<file path="src/rtl/instruction_encoder_pkg.sv">
// Shared types and constants for the streaming MIPS instruction encoder.
package encoder_pkg;

    localparam int unsigned ADDR_W    = 5;
    localparam int unsigned MEM_DEPTH = 32;
    localparam int unsigned CNT_W     = ADDR_W + 1;
    localparam int unsigned WORD_W    = 32;

    localparam logic [5:0] OP_R    = 6'h00;
    localparam logic [5:0] OP_ADDI = 6'h08;
    localparam logic [5:0] OP_LW   = 6'h23;
    localparam logic [5:0] OP_SW   = 6'h2B;
    localparam logic [5:0] OP_BEQ  = 6'h04;
    localparam logic [5:0] OP_J    = 6'h02;

    localparam logic [5:0] FN_ADD = 6'h20;
    localparam logic [5:0] FN_SUB = 6'h22;
    localparam logic [5:0] FN_AND = 6'h24;
    localparam logic [5:0] FN_OR  = 6'h25;
    localparam logic [5:0] FN_SLT = 6'h2A;

    typedef enum logic [2:0] {
        KIND_R    = 3'd0,
        KIND_ADDI = 3'd1,
        KIND_LW   = 3'd2,
        KIND_SW   = 3'd3,
        KIND_BEQ  = 3'd4,
        KIND_J    = 3'd5,
        KIND_ILL6 = 3'd6,
        KIND_ILL7 = 3'd7
    } kind_e;

    typedef enum logic [1:0] {
        ST_IDLE = 2'd0,
        ST_RUN  = 2'd1,
        ST_FULL = 2'd2
    } state_e;

    typedef struct packed {
        kind_e       kind;
        logic [4:0]  rs;
        logic [4:0]  rt;
        logic [4:0]  rd;
        logic [4:0]  shamt;
        logic [5:0]  funct;
        logic [15:0] imm16;
        logic [25:0] target;
    } fields_t;

    // R-type function codes the CPU actually implements.
    function automatic logic funct_legal(input logic [5:0] f);
        return (f == FN_ADD) || (f == FN_SUB) || (f == FN_AND) ||
               (f == FN_OR)  || (f == FN_SLT);
    endfunction

endpackage

</file>
<file path="src/rtl/instruction_encoder_if.sv">
// Field-set handshake and instruction-memory write bus of the encoder.
interface instruction_encoder_if;
    import encoder_pkg::*;

    logic                 in_valid;
    logic                 in_ready;
    fields_t              fields;
    logic                 im_we;
    logic [ADDR_W-1:0]    im_addr;
    logic [WORD_W-1:0]    im_wdata;

    modport enc (
        input  in_valid,
        input  fields,
        output in_ready,
        output im_we,
        output im_addr,
        output im_wdata
    );

    modport src (
        output in_valid,
        output fields,
        input  in_ready,
        input  im_we,
        input  im_addr,
        input  im_wdata
    );

endinterface

</file>
<file path="src/rtl/instruction_encoder_pack.sv">
// Combinational field-set to 32-bit MIPS word packer with a legality flag.
module instr_pack
    import encoder_pkg::*;
(
    input  fields_t             fields_i,
    output logic [WORD_W-1:0]   word_c_o,
    output logic                legal_c_o
);

    always_comb begin
        word_c_o  = '0;
        legal_c_o = 1'b1;
        case (fields_i.kind)
            KIND_R: begin
                word_c_o  = {OP_R, fields_i.rs, fields_i.rt, fields_i.rd,
                             fields_i.shamt, fields_i.funct};
                legal_c_o = funct_legal(fields_i.funct) && (fields_i.shamt == 5'd0);
            end
            KIND_ADDI: word_c_o = {OP_ADDI, fields_i.rs, fields_i.rt, fields_i.imm16};
            KIND_LW:   word_c_o = {OP_LW,   fields_i.rs, fields_i.rt, fields_i.imm16};
            KIND_SW:   word_c_o = {OP_SW,   fields_i.rs, fields_i.rt, fields_i.imm16};
            KIND_BEQ:  word_c_o = {OP_BEQ,  fields_i.rs, fields_i.rt, fields_i.imm16};
            KIND_J:    word_c_o = {OP_J,    fields_i.target};
            // Undefined kinds pack to a nop word.
            default:   legal_c_o = 1'b0;
        endcase
    end

endmodule

</file>
<file path="src/rtl/instruction_encoder.sv">
// Streaming MIPS instruction assembler writing packed words to consecutive addresses.
// Optional field checking is enabled by defining ENCODER_CHECK_EN.
module instruction_encoder
    import encoder_pkg::*;
(
    input  logic                 clk,
    input  logic                 reset,
    input  logic                 start_i,
    input  logic [ADDR_W-1:0]    base_addr_i,
    input  logic                 finish_i,
    instruction_encoder_if.enc   bus,
    output logic [CNT_W-1:0]     count_o,
    output logic                 done_o,
    output logic                 err_o
);

`ifdef ENCODER_CHECK_EN
    localparam bit CHECK_EN = 1'b1;
`else
    localparam bit CHECK_EN = 1'b0;
`endif

    localparam logic [ADDR_W-1:0] LAST_ADDR = ADDR_W'(MEM_DEPTH - 1);

    state_e              state_q, state_d;
    logic [ADDR_W-1:0]   addr_q, addr_d;
    logic                im_we_q, im_we_d;
    logic [ADDR_W-1:0]   im_addr_q, im_addr_d;
    logic [WORD_W-1:0]   im_wdata_q, im_wdata_d;
    logic [CNT_W-1:0]    count_q, count_d;
    logic                done_q, done_d;
    logic                err_q, err_d;

    logic [WORD_W-1:0]   word_c;
    logic                legal_c;
    logic                ready_c;
    logic                xfer_c;
    logic                write_ok_c;

    instr_pack u_pack (
        .fields_i  (bus.fields),
        .word_c_o  (word_c),
        .legal_c_o (legal_c)
    );

    // Ready is gated by finish so a transfer and finish never share a cycle.
    assign ready_c    = (state_q == ST_RUN) && !finish_i;
    assign xfer_c     = bus.in_valid && ready_c;
    assign write_ok_c = !CHECK_EN || legal_c;

    always_ff @(posedge clk) begin
        if (reset) begin
            state_q    <= ST_IDLE;
            addr_q     <= '0;
            im_we_q    <= 1'b0;
            im_addr_q  <= '0;
            im_wdata_q <= '0;
            count_q    <= '0;
            done_q     <= 1'b0;
            err_q      <= 1'b0;
        end else begin
            state_q    <= state_d;
            addr_q     <= addr_d;
            im_we_q    <= im_we_d;
            im_addr_q  <= im_addr_d;
            im_wdata_q <= im_wdata_d;
            count_q    <= count_d;
            done_q     <= done_d;
            err_q      <= err_d;
        end
    end

    always_comb begin
        state_d    = state_q;
        addr_d     = addr_q;
        im_we_d    = 1'b0;
        im_addr_d  = im_addr_q;
        im_wdata_d = im_wdata_q;
        count_d    = count_q;
        done_d     = 1'b0;
        err_d      = err_q;

        case (state_q)
            ST_IDLE: begin
                if (start_i) begin
                    state_d = ST_RUN;
                    addr_d  = base_addr_i;
                    count_d = '0;
                    err_d   = 1'b0;
                end
            end
            ST_RUN, ST_FULL: begin
                if (finish_i) begin
                    state_d = ST_IDLE;
                    done_d  = 1'b1;
                end
            end
            default: state_d = ST_IDLE;
        endcase

        // Writing the last address closes the program to further transfers; no wrap.
        if (xfer_c && write_ok_c) begin
            im_we_d    = 1'b1;
            im_addr_d  = addr_q;
            im_wdata_d = word_c;
            addr_d     = addr_q + ADDR_W'(1);
            count_d    = count_q + CNT_W'(1);
            if (addr_q == LAST_ADDR) begin
                state_d = ST_FULL;
            end
        end

        if (xfer_c && !write_ok_c) begin
            err_d = 1'b1;
        end
    end

    assign bus.in_ready = ready_c;
    assign bus.im_we    = im_we_q;
    assign bus.im_addr  = im_addr_q;
    assign bus.im_wdata = im_wdata_q;
    assign count_o      = count_q;
    assign done_o       = done_q;
    assign err_o        = err_q;

endmodule
</file>
<file path="src/flat_wrapper.sv">
// flat-port wrapper written by rule: the top's interface ports become plain ports
module instruction_encoder_flat import encoder_pkg::*;
  (clk, reset, start_i, base_addr_i, finish_i, count_o, done_o, err_o, bus_in_valid, bus_fields, bus_in_ready, bus_im_we, bus_im_addr, bus_im_wdata);
  instruction_encoder_if bus_i ();
  input  logic clk;
  input  logic reset;
  input  logic start_i;
  input  logic [ADDR_W-1:0] base_addr_i;
  input  logic finish_i;
  output logic [CNT_W-1:0] count_o;
  output logic done_o;
  output logic err_o;
  input wire logic [$bits(bus_i.in_valid)-1:0] bus_in_valid;
  input wire logic [$bits(bus_i.fields)-1:0] bus_fields;
  output wire logic [$bits(bus_i.in_ready)-1:0] bus_in_ready;
  output wire logic [$bits(bus_i.im_we)-1:0] bus_im_we;
  output wire logic [$bits(bus_i.im_addr)-1:0] bus_im_addr;
  output wire logic [$bits(bus_i.im_wdata)-1:0] bus_im_wdata;
  assign bus_i.in_valid = bus_in_valid;
  assign bus_i.fields = bus_fields;
  assign bus_in_ready = bus_i.in_ready;
  assign bus_im_we = bus_i.im_we;
  assign bus_im_addr = bus_i.im_addr;
  assign bus_im_wdata = bus_i.im_wdata;
  instruction_encoder u_core (.clk(clk), .reset(reset), .start_i(start_i), .base_addr_i(base_addr_i), .finish_i(finish_i), .bus(bus_i), .count_o(count_o), .done_o(done_o), .err_o(err_o));
endmodule
</file>
<file path="config.mk">
export PLATFORM = sky130hd
export DESIGN_NAME = instruction_encoder_flat
export DESIGN_NICKNAME = d
export VERILOG_FILES = /design/src/rtl/instruction_encoder_pkg.sv /design/src/rtl/instruction_encoder_if.sv /design/src/rtl/instruction_encoder_pack.sv /design/src/rtl/instruction_encoder.sv /design/src/flat_wrapper.sv
export SDC_FILE = /design/constraint.sdc
export NUM_CORES = 1
export LEC_CHECK = 0
export CORE_MARGIN = 2
export CORE_UTILIZATION = 30
export DETAILED_ROUTE_END_ITERATION = 16
export PLACE_DENSITY = 0.57
export SLEW_MARGIN = 15
export SYNTH_ARGS = -nofsm -noshare
export SYNTH_HDL_FRONTEND = slang
export SYNTH_SLANG_ARGS = --single-unit
</file>
<file path="constraint.sdc">
create_clock -name clk -period 1.75 [get_ports clk]
set_input_delay 0.175 -clock clk [delete_from_list [all_inputs] [get_ports clk]]
set_output_delay 0.175 -clock clk [all_outputs]
set_load 0.03 [all_outputs]
</file>
# After elaboration in Yosys (flattened, before gate mapping)
# Index checks and enable logic that the tools add are counted.
[totals]
reg_bits = 52
input_bits = 81
out_inout_bits = 47
elab_cells = 42
[classes]
n_addsub = 2
eq_ne = 8
muxes = 14
n_bitwise = 1
n_reduce_logical = 10
[op_table]
columns = ["op", "count"]
rows = [
  ["$pmux 32 s6", 1],
  ["$mux 6", 3],
  ["$mux 5", 3],
  ["$mux 2", 4],
  ["$add 6x1->6 const B", 1],
  ["$eq 3x2->1 const B", 2],
  ["$eq 3x3->1 const B", 2],
  ["$add 5x1->5 const B", 1],
  ["$eq 5x5->1 const B", 1],
  ["$pmux 2 s2", 1],
  ["$reduce_bool 2->1", 2],
  ["$reduce_or 2->1", 2],
  ["$eq 3x1->1 const B", 1],
  ["$logic_not 3->1", 1],
  ["$eq 2x1->1 const B", 1],
  ["$eq 2x2->1 const B", 1],
  ["$logic_and 1x1->1", 2],
  ["$logic_not 2->1", 1],
  ["$mux 1", 2],
  ["$reduce_and 2->1", 1],
  ["$logic_not 1->1", 1],
  ["$not 1->1", 1],
]

# Depth between registers and ports, before layout
# Gate-level depths: netlist (run 1).
[depth]
word_depth = 5
mapped_depth = 7
ltp_nobuf = 5

# Modules after synthesis
# A second synthesis (run 1) with hierarchy kept.
[hier_totals]
cells_unflattened = 384
hier_area_um2 = 3081.7
[by_module_without_submodules]
columns = ["mod", "n_inst", "cells_per_inst", "area_per_inst_um2", "seq_area_each_um2"]
rows = [
  ["instruction_encoder", 1, 257, 2133.3, 1041.0],
  ["instr_pack", 1, 127, 948.4, 0.0],
]

# Worst setup path before layout (run 1)
# Ideal clock, no wire load.
[synth_path]
path_kind = "flip-flop to flip-flop"
from = "register u_core.count_q[0], in the netlist u_core.count_o[0]"
to = "register u_core.count_q[4], in the netlist u_core.count_o[4]"
setup_time_ps = 70
t_arrival_ps = 1466
required_ps = 1680
slack_ps = 214
stages_incl_launch_ff = 5
path_buffers = 0
period_less_slack_ps = 1536
cell_sequence = "dfxtp_1 > ha_1 > inv_1 > or4_1 > a21oi_1"
[synth_via]
elab_chain_cells = 2
[synth_lines]
columns = ["element", "line_no", "source"]
rows = [
  ["start: declaration", "instruction_encoder.sv:30", "logic [CNT_W-1:0] count_q, count_d;"],
  ["start signal: assignment", "instruction_encoder.sv:67", "count_q <= count_d;"],
  ["$add 6x1->6", "instruction_encoder.sv:107", "count_d = count_q + CNT_W'(1);"],
  ["$mux 6", "instruction_encoder.sv:102", "if (xfer_c && write_ok_c) begin"],
]
# No other way between the ends.
# A chain may end at the register's enable or synchronous reset.

# Final worst setup path (run 1)
[layout_path]
from = "register u_core.state_q[0]"
to = "output port bus_in_ready"
[layout_via]
elab_chain_cells = 2
[layout_lines]
columns = ["element", "line_no", "source"]
rows = [
  ["start: declaration", "instruction_encoder.sv:25", "state_e state_q, state_d;"],
  ["start signal: assignment", "instruction_encoder.sv:62", "state_q <= state_d;"],
  ["$eq 2x1->1", "instruction_encoder.sv:47", "assign ready_c = (state_q == ST_RUN) && !finish_i;"],
  ["$logic_and 1x1->1", "instruction_encoder.sv:47", ""],
  ["end: declaration", "flat_wrapper.sv:15", "output wire logic [$bits(bus_i.in_ready)-1:0] bus_in_ready;"],
]
# No other way between the ends.

==> results of run 1 <==
layout make-up:
cell class                      count  area share (%)
Inverter                            3          0.2499
Clock buffer                        5           1.527
Timing Repair Buffer              143           31.62
Tap cell                          133           3.692
Multi-Input combinational cell    259           40.23
Sequential cell                    50           22.21
Clock inverter                      3          0.4720
worst max-delay path, delay by kind of cell, from the launching register on:
kind / cells / cell delay, ps
fa+ha+maj: 1 / 260
buf+inv: 1 / 400
flops: 1 / 410
simple gates: 1 / 140
final timing paths:
kind / endpoint / slack (ps) / depth (start not counted)
max reg2reg: u_core.bus.im_wdata[20] / 100 / 6
max: bus_in_ready / 60 / 3
min reg2reg: u_core.bus.im_wdata[28] / 450 / 2
min: u_core.bus.im_wdata[28] / 120 / 2
flip-flops by register name (all words and copies together) (netlist names):
signal and cells:
u_core.bus.im_wdata 30, u_core.count_o 6, u_core.addr_q 5, u_core.bus.im_addr 5, u_core.state_q 2, u_core.bus.im_we 1, u_core.done_o 1
stage by stage:
stage               TNS (ps)  utilization [%]  cells  area (sq um)  total power, mW
CTS                        0            46.06    596          4502            2.610
global route               0            46.11    596          4507            2.713
detailed placement    -683.9            45.15    588          4413            1.902
global placement     -0.4747            45.15    588          4413            1.895
floorplan                  0                -    344          3034            1.593
finish                     0            46.11    596          4507            2.575
metal layers:
| metal | track usage [%] | up-vias | share of wire [%] |
|---|---|---|---|
| li1 | - | 1477 | - |
| met4 | 3.475 | 2 | 1.1 |
| met3 | 5.764 | 9 | 8.4 |
| met2 | 26.70 | 90 | 47 |
| met1 | 18.55 | 1325 | 44 |
| met5 | 0 | - | 0.15 |
logic make-up (layout without fill, tap and decap cells):
logic type,Yosys count,count (layout),synth area share [%]
xor gates and xnor gates,1,1,0.2891
and+or+nand+nor,149,149,26.01
buffers and inverters,35,154,7.432
muxes,20,20,6.854
AOI/OAI and AO/OA,81,81,23.78
adders and majority gates,6,6,2.477
other,1,2,0.1237
DFF,50,50,33.03
synthesized netlist by cell type, drive strengths merged (4+ instances only):
cell | instances | share of area [%]
nand2 | 57 | 7.1
dfxtp | 50 | 33
nand2b | 40 | 8.3
buf | 25 | 6.2
nor2 | 18 | 3.2
mux2i | 17 | 5.6
a32o | 16 | 5.3
a32oi | 16 | 4.6
nand3 | 16 | 2.6
a311oi | 14 | 6.1
a21oi | 13 | 2.1
a21o | 11 | 2.7
clkbuf | 7 | 0.91
ha | 6 | 2.5
nor2b | 4 | 0.83
where the power goes:
part	switching [mW]	internal (mW)	total [mW]	leakage [nW]
clock network	0.423	0.282	0.705	0.0441
registers	0.0301	1.17	1.20	0.405
logic	0.308	0.360	0.669	1.19
total	0.761	1.81	2.58	1.64
repair_timing:
| item | CTS | global route |
|---|---|---|
| setup endpoints to repair | 1 | 16 |
| endpoints found under the hold margin | 0 | 0 |
| resized for setup | 1 | 1 |
==> impl_metrics.env, run 1 <==
export IMPL_result_of_the_run="complete, no violations"
export IMPL_hold_path_startpoint="reset"
export IMPL_clock_sinks=50
export IMPL_multi_input_logic_area_sq_um=1813
export IMPL_synth_main_ff_cell="sky130_fd_sc_hd__dfxtp_1"
export IMPL_irDropWorstVdd_uv=310.0
export IMPL_design_die_area_sq_um=10920
export IMPL_clock_root_buffer="sky130_fd_sc_hd__clkbuf_8"
export IMPL_io_pins=128
export IMPL_dp_hpwl_mm=6.513
export IMPL_number_of_global_route_vias_before_repair=2953
export IMPL_startpoint="u_core.state_q[0]"
export IMPL_setup_repair_after_global_routing_missed_its_margin="no"
export IMPL_maxCapViolations=0
export IMPL_layout_filler_cells=973
export IMPL_holdWs_ps=118.8
export IMPL_synth_avg_cell_area_sq_um=8.835
export IMPL_cts_hold_repair_buffers=0
export IMPL_fin_crit_ps=1685
export IMPL_synthesis_yosys_warnings=0
export IMPL_origin_of_the_critical_flop_to_flop_path="u_core.state_q[0]"
export IMPL_number_of_antenna_violations_at_the_first_check_in_global_routing=1
export IMPL_skew_ps=7.990
export IMPL_tritoncts_num_buffers=5
export IMPL_synthesis_area_sq_um=3030
export IMPL_remaining_drc_errors=0
export IMPL_clkLatencyLatePin_ps=320
export IMPL_die_w_um=104.5
export IMPL_layout_cells_most_common="sky130_fd_sc_hd__clkdlybuf4s50_1"
export IMPL_htreeDepth=2
export IMPL_critPathRequiredTime_ps=1570
export IMPL_final_layout_size_suffix_gt1_share_pct=12.10
export IMPL_cellLeakagePower_nw=1.636
export IMPL_worst_setup_hold_path_clk_slew_ps=100
export IMPL_final_net_count=549
export IMPL_grt_overflow_total=0
export IMPL_ctsLongestPathBuffers=2
export IMPL_io_buffers=125
export IMPL_wl_per_cell_um=14.24
export IMPL_cp_slowest_stage_delay_ps=410
export IMPL_mostFrequentLayoutCells="122 x sky130_fd_sc_hd__clkdlybuf4s50_1, 57 x sky130_fd_sc_hd__nand2_1, 50 x sky130_fd_sc_hd__dfxtp_1"
export IMPL_initial_drt_pass_iterations=4
export IMPL_hp_class="input port to flop"
export IMPL_yosysSeqAreaShare_pct=33.03
export IMPL_core_sq_um=9774
export IMPL_drv_slew=0
export IMPL_async_flop_share_pct=0
export IMPL_grt_start_max_net_pins=49
export IMPL_route_final_wire_length_mm=8.488
export IMPL_final_seq_area_sq_um=1001
export IMPL_placementRows=36
export IMPL_initial_core_util_pct=31.00
export IMPL_post_cts_setup_buffers=0
export IMPL_pre_cts_ws_ps=-66.21
export IMPL_synthesis_instances=343
export IMPL_setup_worst_path_class="flop to output port"
export IMPL_grt_pass1_wl_mm=14.01
export IMPL_timing_final_setup_violations=0
export IMPL_achievable_frequency_mhz=593.4
export IMPL_dieHeight_um=104.5
export IMPL_worstSetupStartpointType="flop"
export IMPL_power_per_cell_area_nw_per_um2=571.5
export IMPL_gpl_final_weighted_congestion=0.7588
export IMPL_number_of_synthesized_flops_with_an_enable_pin=0
export IMPL_path_max_fanout=4
export IMPL_cts_tree="done"
export IMPL_antennaDiodeCount=0
export IMPL_synth_cell_type_count=45
export IMPL_vias_per_instance=4.871
export IMPL_track_usage_pct=15.60
export IMPL_timing_critical_path_cells="ha_1 -> nor2b_1 -> dlygate4sd2_1"
export IMPL_critPathArrivalTime_ps=1510
export IMPL_seq_cells_post_synth=50
export IMPL_postRouteAntennaNets=0
export IMPL_hold_viol_final=0
export IMPL_dr_total_vias=2903
export IMPL_first_iter_violations=67
export IMPL_post_route_fraction_of_the_period_consumed_by_the_critical_path_pct=96.30
export IMPL_post_route_worst_setup_slack_ps=64.74
export IMPL_cpMaxStageDelayCell="sky130_fd_sc_hd__dfxtp_1"
export IMPL_timing_critical_path_to_type="output port"
export IMPL_synthesis_to_layout_area_growth_pct=48.72
Note: power is estimated with default switching activity, not from simulation.
==> run 2: changes to the inputs <==
CORE_UTILIZATION = 43   (was 30)
PLACE_DENSITY = 0.78   (was 0.57)
SLEW_MARGIN = not set   (was 15)
==> run 2 against run 1 <==
Final area is 0.47% lower. Critical path depth is 2 lower. Routed wire length is 6.1% lower. Cell count is 6.4% lower. Die area is 29% lower. Clock skew is 3.4 ps higher. Combinational power is 0.9% higher. Count of clock-buffer cells in the layout is 2 higher. Power is 4.6% higher. Register-to-register slack hardly changed. Critical path type unchanged. Critical endpoint is now count_o[0]. Largest cell class unchanged.
==> impl_metrics.env, run 2 (synthesis gave the netlist of run 1 again) <==
export IMPL_result_of_the_run="complete, no violations"
export IMPL_wl_met3_um=621
export IMPL_cts_tree="done"
export IMPL_final_seq_area_sq_um=1001
export IMPL_worst_r2r_setup_slack_ps=100
export IMPL_design_die_area_sq_um=7735
export IMPL_largest_reg_flops=30
export IMPL_hold_path_startpoint="base_addr_i[1]"
export IMPL_wl_met2_mm=3.684
export IMPL_setup_total_negative_slack_ps=0
export IMPL_grt_start_max_net_pins=43
export IMPL_cellLeakagePower_nw=1.640
export IMPL_tritoncts_num_buffers=5
export IMPL_grt_pass1_wl_mm=12.84
export IMPL_htreeDepth=2
export IMPL_drv_slew=0
export IMPL_route_final_wire_length_mm=7.966
export IMPL_track_usage_pct=20.66
export IMPL_cp_top_family="buffers and inverters"
export IMPL_setup_worst_path_class="flop to output port"
export IMPL_achievable_frequency_mhz=598.8
export IMPL_final_layout_size_suffix_gt1_share_pct=11.69
export IMPL_critPathArrivalTime_ps=1490
export IMPL_design_power_total_mw=2.693
export IMPL_fin_crit_ps=1670
export IMPL_timing_critical_path_to_type="output port"
export IMPL_power_per_cell_area_nw_per_um2=600.4
export IMPL_hold_viol_final=0
export IMPL_worst_setup_hold_path_clk_slew_ps=100
export IMPL_gpl_final_weighted_congestion=0.8750
export IMPL_worst_hold_path_num_cells=3
export IMPL_irDropWorstVdd_uv=298.5
export IMPL_post_route_fraction_of_the_period_consumed_by_the_critical_path_pct=95.43
export IMPL_dieHeight_um=87.95
export IMPL_dr_total_vias=2950
export IMPL_multi_input_logic_area_sq_um=1815
export IMPL_worstSetupStartpointType="flop"
export IMPL_cpMaxStageDelayCell="sky130_fd_sc_hd__clkdlybuf4s50_1"
export IMPL_clock_root_buffer="sky130_fd_sc_hd__clkbuf_8"
export IMPL_io_pins=128
export IMPL_cp_num_buf_inv=1
export IMPL_critPathRequiredTime_ps=1570
export IMPL_clock_sinks=50
export IMPL_ctsLongestPathBuffers=2
export IMPL_path_max_fanout=6
export IMPL_dp_hpwl_mm=5.958
export IMPL_layout_cells_most_common="sky130_fd_sc_hd__clkdlybuf4s50_1"
export IMPL_skew_ps=11.42
export IMPL_origin_of_the_critical_flop_to_flop_path="u_core.state_q[0]"
export IMPL_initial_core_util_pct=44.60
export IMPL_hp_class="input port to flop"
export IMPL_antennaDiodeCount=0
export IMPL_synthesis_to_layout_area_growth_pct=48.02
export IMPL_number_of_global_route_vias_before_repair=2797
export IMPL_layout_filler_cells=598
export IMPL_vias_per_instance=5.287
export IMPL_placementRows=30
export IMPL_number_of_antenna_violations_at_the_first_check_in_global_routing=0
export IMPL_timing_final_setup_violations=0
export IMPL_mostFrequentLayoutCells="123 x sky130_fd_sc_hd__clkdlybuf4s50_1, 57 x sky130_fd_sc_hd__nand2_1, 50 x sky130_fd_sc_hd__dfxtp_1"
export IMPL_wl_met1_mm=3.586
export IMPL_wl_per_cell_um=14.28
export IMPL_die_w_um=87.95
export IMPL_first_iter_violations=135
export IMPL_clkLatencyLatePin_ps=300
export IMPL_maxUsedRoutingLayer="met4"
export IMPL_final_net_count=548
export IMPL_postRouteAntennaNets=0
export IMPL_timing_critical_path_cells="clkdlybuf4s50_1"
export IMPL_startpoint="u_core.count_o[0]"
export IMPL_reg2reg_depth=5
export IMPL_setup_repair_after_global_routing_missed_its_margin="no"
export IMPL_cp_slowest_stage_delay_ps=720
export IMPL_maxCapViolations=0
export IMPL_grt_overflow_total=0
export IMPL_core_sq_um=6794
export IMPL_io_buffers=125
export IMPL_post_cts_setup_buffers=0
export IMPL_initial_drt_pass_iterations=4
export IMPL_remaining_drc_errors=0
export IMPL_critical_path_depth=1
[run 2: routing by layer]
metal,global-route usage [%],up-vias
met4,4.196,0
met3,6.221,8
met1,26.30,1370
li1,-,1476
met2,34.78,96
met5,0,-
[run 2: final timing paths]
path,to
setup / recovery,count_o[0]
hold / removal,u_core.addr_q[1]
setup reg to reg,u_core.addr_q[2]
hold reg to reg,u_core.bus.im_wdata[29]
[run 2: where the power goes]
| group | total [mW] | leakage (nW) | internal [mW] | switching, mW |
|---|---|---|---|---|
| registers | 1.20 | 0.405 | 1.17 | 0.0302 |
| clock network | 0.816 | 0.0524 | 0.429 | 0.387 |
| logic | 0.675 | 1.18 | 0.364 | 0.311 |
| total | 2.69 | 1.64 | 1.96 | 0.729 |
[run 2: final cells by class]
| cell class | count | share of cell area (%) |
|---|---|---|
| inverters | 3 | 0.2510 |
| well taps | 96 | 2.678 |
| flip-flops and latches | 50 | 22.32 |
| repair buffers | 142 | 31.91 |
| clock buffers | 7 | 1.702 |
| multi-input cells | 259 | 40.47 |
| clock inverters | 1 | 0.6695 |
[run 2: per-stage QoR]
| step | hold slack (ps) | setup slack, ps | utilization, % | instance area (sq um) | std cells |
|---|---|---|---|---|---|
| 2_1_floorplan | 288.8 | 213.9 | - | 3034 | 344 |
| 3_5_place_dp | 455.4 | 7.390 | 64.42 | 4377 | 550 |
| 3_3_place_gp | 444.9 | 29.70 | 64.42 | 4377 | 550 |
| 5_1_grt | 462.7 | 7.904 | 66.02 | 4486 | 558 |
| 4_1_cts | 443.5 | 55.41 | 65.97 | 4482 | 558 |
| 6_report | 449.3 | 80.06 | 66.02 | 4486 | 558 |
[run 2: repair_timing]
action,in CTS,in global routing
endpoints found under the hold margin,0,0
setup endpoints to repair,1,19
resized for setup,1,4
hold buffers,0,0
==> run 3: changes to the inputs <==
PLACE_DENSITY = 0.81   (was 0.78)
==> run 3 against run 2 <==
Sequential cell count unchanged. Final area increased by 0.86%. Count of clock-buffer cells in the layout is 2 lower. Cell count shrank 0.18%. Core utilization grew 0.57 points. Worst setup slack better by 11 ps. Clock skew shrank 2.1 ps. First-iteration DRC count fell by 30%. Largest cell class unchanged. Clock power increased by 18%. Sequential share of layout area is 0.19 points lower. Critical path depth stayed put.
==> impl_metrics.env, run 3 (synthesis gave the netlist of run 1 again) <==
export IMPL_result_of_the_run="complete, no violations"
export IMPL_mostFrequentLayoutCells="123 x sky130_fd_sc_hd__clkdlybuf4s50_1, 57 x sky130_fd_sc_hd__nand2_1, 50 x sky130_fd_sc_hd__dfxtp_1"
export IMPL_grt_start_max_net_pins=35
export IMPL_placementRows=30
export IMPL_number_of_global_route_vias_before_repair=2968
export IMPL_cp_top_family="buffers and inverters"
export IMPL_largest_reg_flops=30
export IMPL_setup_repair_after_global_routing_missed_its_margin="no"
export IMPL_timing_critical_path_to_type="output port"
export IMPL_final_layout_size_suffix_gt1_share_pct=11.50
export IMPL_timing_final_setup_violations=0
export IMPL_antennaDiodeCount=0
export IMPL_irDropWorstVdd_uv=459.7
export IMPL_vias_per_instance=5.382
export IMPL_cts_hold_repair_buffers=0
export IMPL_path_max_fanout=6
export IMPL_htreeDepth=2
export IMPL_skew_ps=9.332
export IMPL_hp_class="flop to flop"
export IMPL_stdcell_area_sq_um=4524
export IMPL_layout_cells_most_common="sky130_fd_sc_hd__clkdlybuf4s50_1"
export IMPL_route_final_wire_length_mm=8.094
export IMPL_final_core_util_pct=66.59
export IMPL_postPlaceCellArea_sq_um=4382
export IMPL_maxCapViolations=0
export IMPL_core_sq_um=6794
export IMPL_cp_slowest_stage_delay_ps=720
export IMPL_post_cts_setup_buffers=0
export IMPL_grt_pass1_wl_mm=13.39
export IMPL_worstSetupStartpointType="flop"
export IMPL_first_iter_violations=94
export IMPL_post_route_worst_setup_slack_ps=90.76
export IMPL_worst_r2r_setup_slack_ps=100
export IMPL_grt_overflow_total=0
export IMPL_layout_filler_cells=590
export IMPL_clock_root_buffer="sky130_fd_sc_hd__clkbuf_8"
export IMPL_tritoncts_num_buffers=5
export IMPL_setup_worst_path_class="flop to output port"
export IMPL_multi_input_logic_area_sq_um=1813
export IMPL_number_of_antenna_violations_at_the_first_check_in_global_routing=0
export IMPL_dr_total_vias=2998
export IMPL_critPathRequiredTime_ps=1570
export IMPL_clkLatencyLatePin_ps=300
export IMPL_cellLeakagePower_nw=1.657
export IMPL_fin_crit_ps=1659
export IMPL_initial_core_util_pct=44.60
export IMPL_wl_per_cell_um=14.53
export IMPL_die_w_um=87.95
export IMPL_dp_hpwl_mm=6.212
export IMPL_gpl_final_weighted_congestion=0.8223
export IMPL_final_net_count=547
export IMPL_dieHeight_um=87.95
export IMPL_timing_critical_path_cells="clkdlybuf4s50_1"
export IMPL_power_per_cell_area_nw_per_um2=627.7
export IMPL_initial_drt_pass_iterations=4
export IMPL_critPathArrivalTime_ps=1480
export IMPL_cp_num_buf_inv=1
export IMPL_io_buffers=125
export IMPL_final_seq_area_sq_um=1001
export IMPL_drv_slew=0
export IMPL_track_usage_pct=21.62
export IMPL_pre_cts_ws_ps=-2.162
export IMPL_cpMaxStageDelayCell="sky130_fd_sc_hd__clkdlybuf4s50_1"
export IMPL_achievable_frequency_mhz=602.7
export IMPL_cts_tree="done"
export IMPL_ctsLongestPathBuffers=2
export IMPL_hold_viol_final=0
export IMPL_design_die_area_sq_um=7735
export IMPL_synthesis_to_layout_area_growth_pct=49.30
export IMPL_post_route_fraction_of_the_period_consumed_by_the_critical_path_pct=94.81
export IMPL_postRouteAntennaNets=0
export IMPL_io_pins=128
export IMPL_worst_setup_hold_path_clk_slew_ps=100
export IMPL_clock_sinks=50
export IMPL_remaining_drc_errors=0
[run 3: changes by cell type in the layout (fill, tap and decap cells not counted), sizes merged]
cell           previous run  this run
bufinv                    1         2
clkbuf                    8         5
clkdlybuf4s15             0         1
buf                      18        17
clkinv                    0         1
[run 3: layer usage]
layer	up-vias	wire, um	global-route usage [%]
li1	1479	-	-
met2	122	3852	36.91
met1	1387	3405	26.08
met4	0	105	5.594
met3	10	730	7.352
met5	-	0	0
[run 3: final timing paths]
kind         depth (start not counted)                     to             startpoint
max                                  1             count_o[0]      u_core.count_o[0]
min                                  2  u_core.bus.im_addr[2]  u_core.bus.im_addr[2]
max reg2reg                          5       u_core.addr_q[3]      u_core.state_q[0]
min reg2reg                          2  u_core.bus.im_addr[2]  u_core.bus.im_addr[2]
[run 3: layout make-up]
class                           instances  share of cell area (%)
Clock buffer                            5                   1.521
Clock inverter                          3                   1.521
Inverter                                3                  0.2489
Multi-Input combinational cell        259                   40.07
Sequential cell                        50                   22.12
Tap cell                               96                   2.655
Timing Repair Buffer                  141                   31.86
[run 3: repair_timing]
action	4_1_cts	5_1_grt
resized for setup	1	2
pin swaps	0	0
setup endpoints to repair	1	17
[run 3: power by group]
part	leakage (nW)	switching (mW)	total (mW)	internal (mW)
registers	0.405	0.0291	1.20	1.17
logic	1.18	0.313	0.678	0.365
clock network	0.0683	0.388	0.961	0.573
[run 3: through the flow]
| stage | hold slack (ps) | TNS, ps | power (mW) | instances |
|---|---|---|---|---|
| floorplan | 288.8 | 0 | 1.593 | 344 |
| global placement | 447.7 | 0 | 1.888 | 549 |
| detailed placement | 446.9 | -2.162 | 1.905 | 549 |
| CTS | 458.8 | 0 | 2.863 | 557 |
| global route | 474.8 | 0 | 2.973 | 557 |
| finish | 459.3 | 0 | 2.840 | 557 |
[run 3: worst register-to-register path: cells and delay by family (launching register included)]
| kind | cells | cell delay [ps] |
|---|---|---|
| AOI/OAI and AO/OA | 1 | 130 |
| adders and majority gates | 1 | 260 |
| buffers and inverters | 1 | 190 |
| DFF | 1 | 400 |
| muxes | 1 | 300 |
| and+or+nand+nor | 1 | 300 |
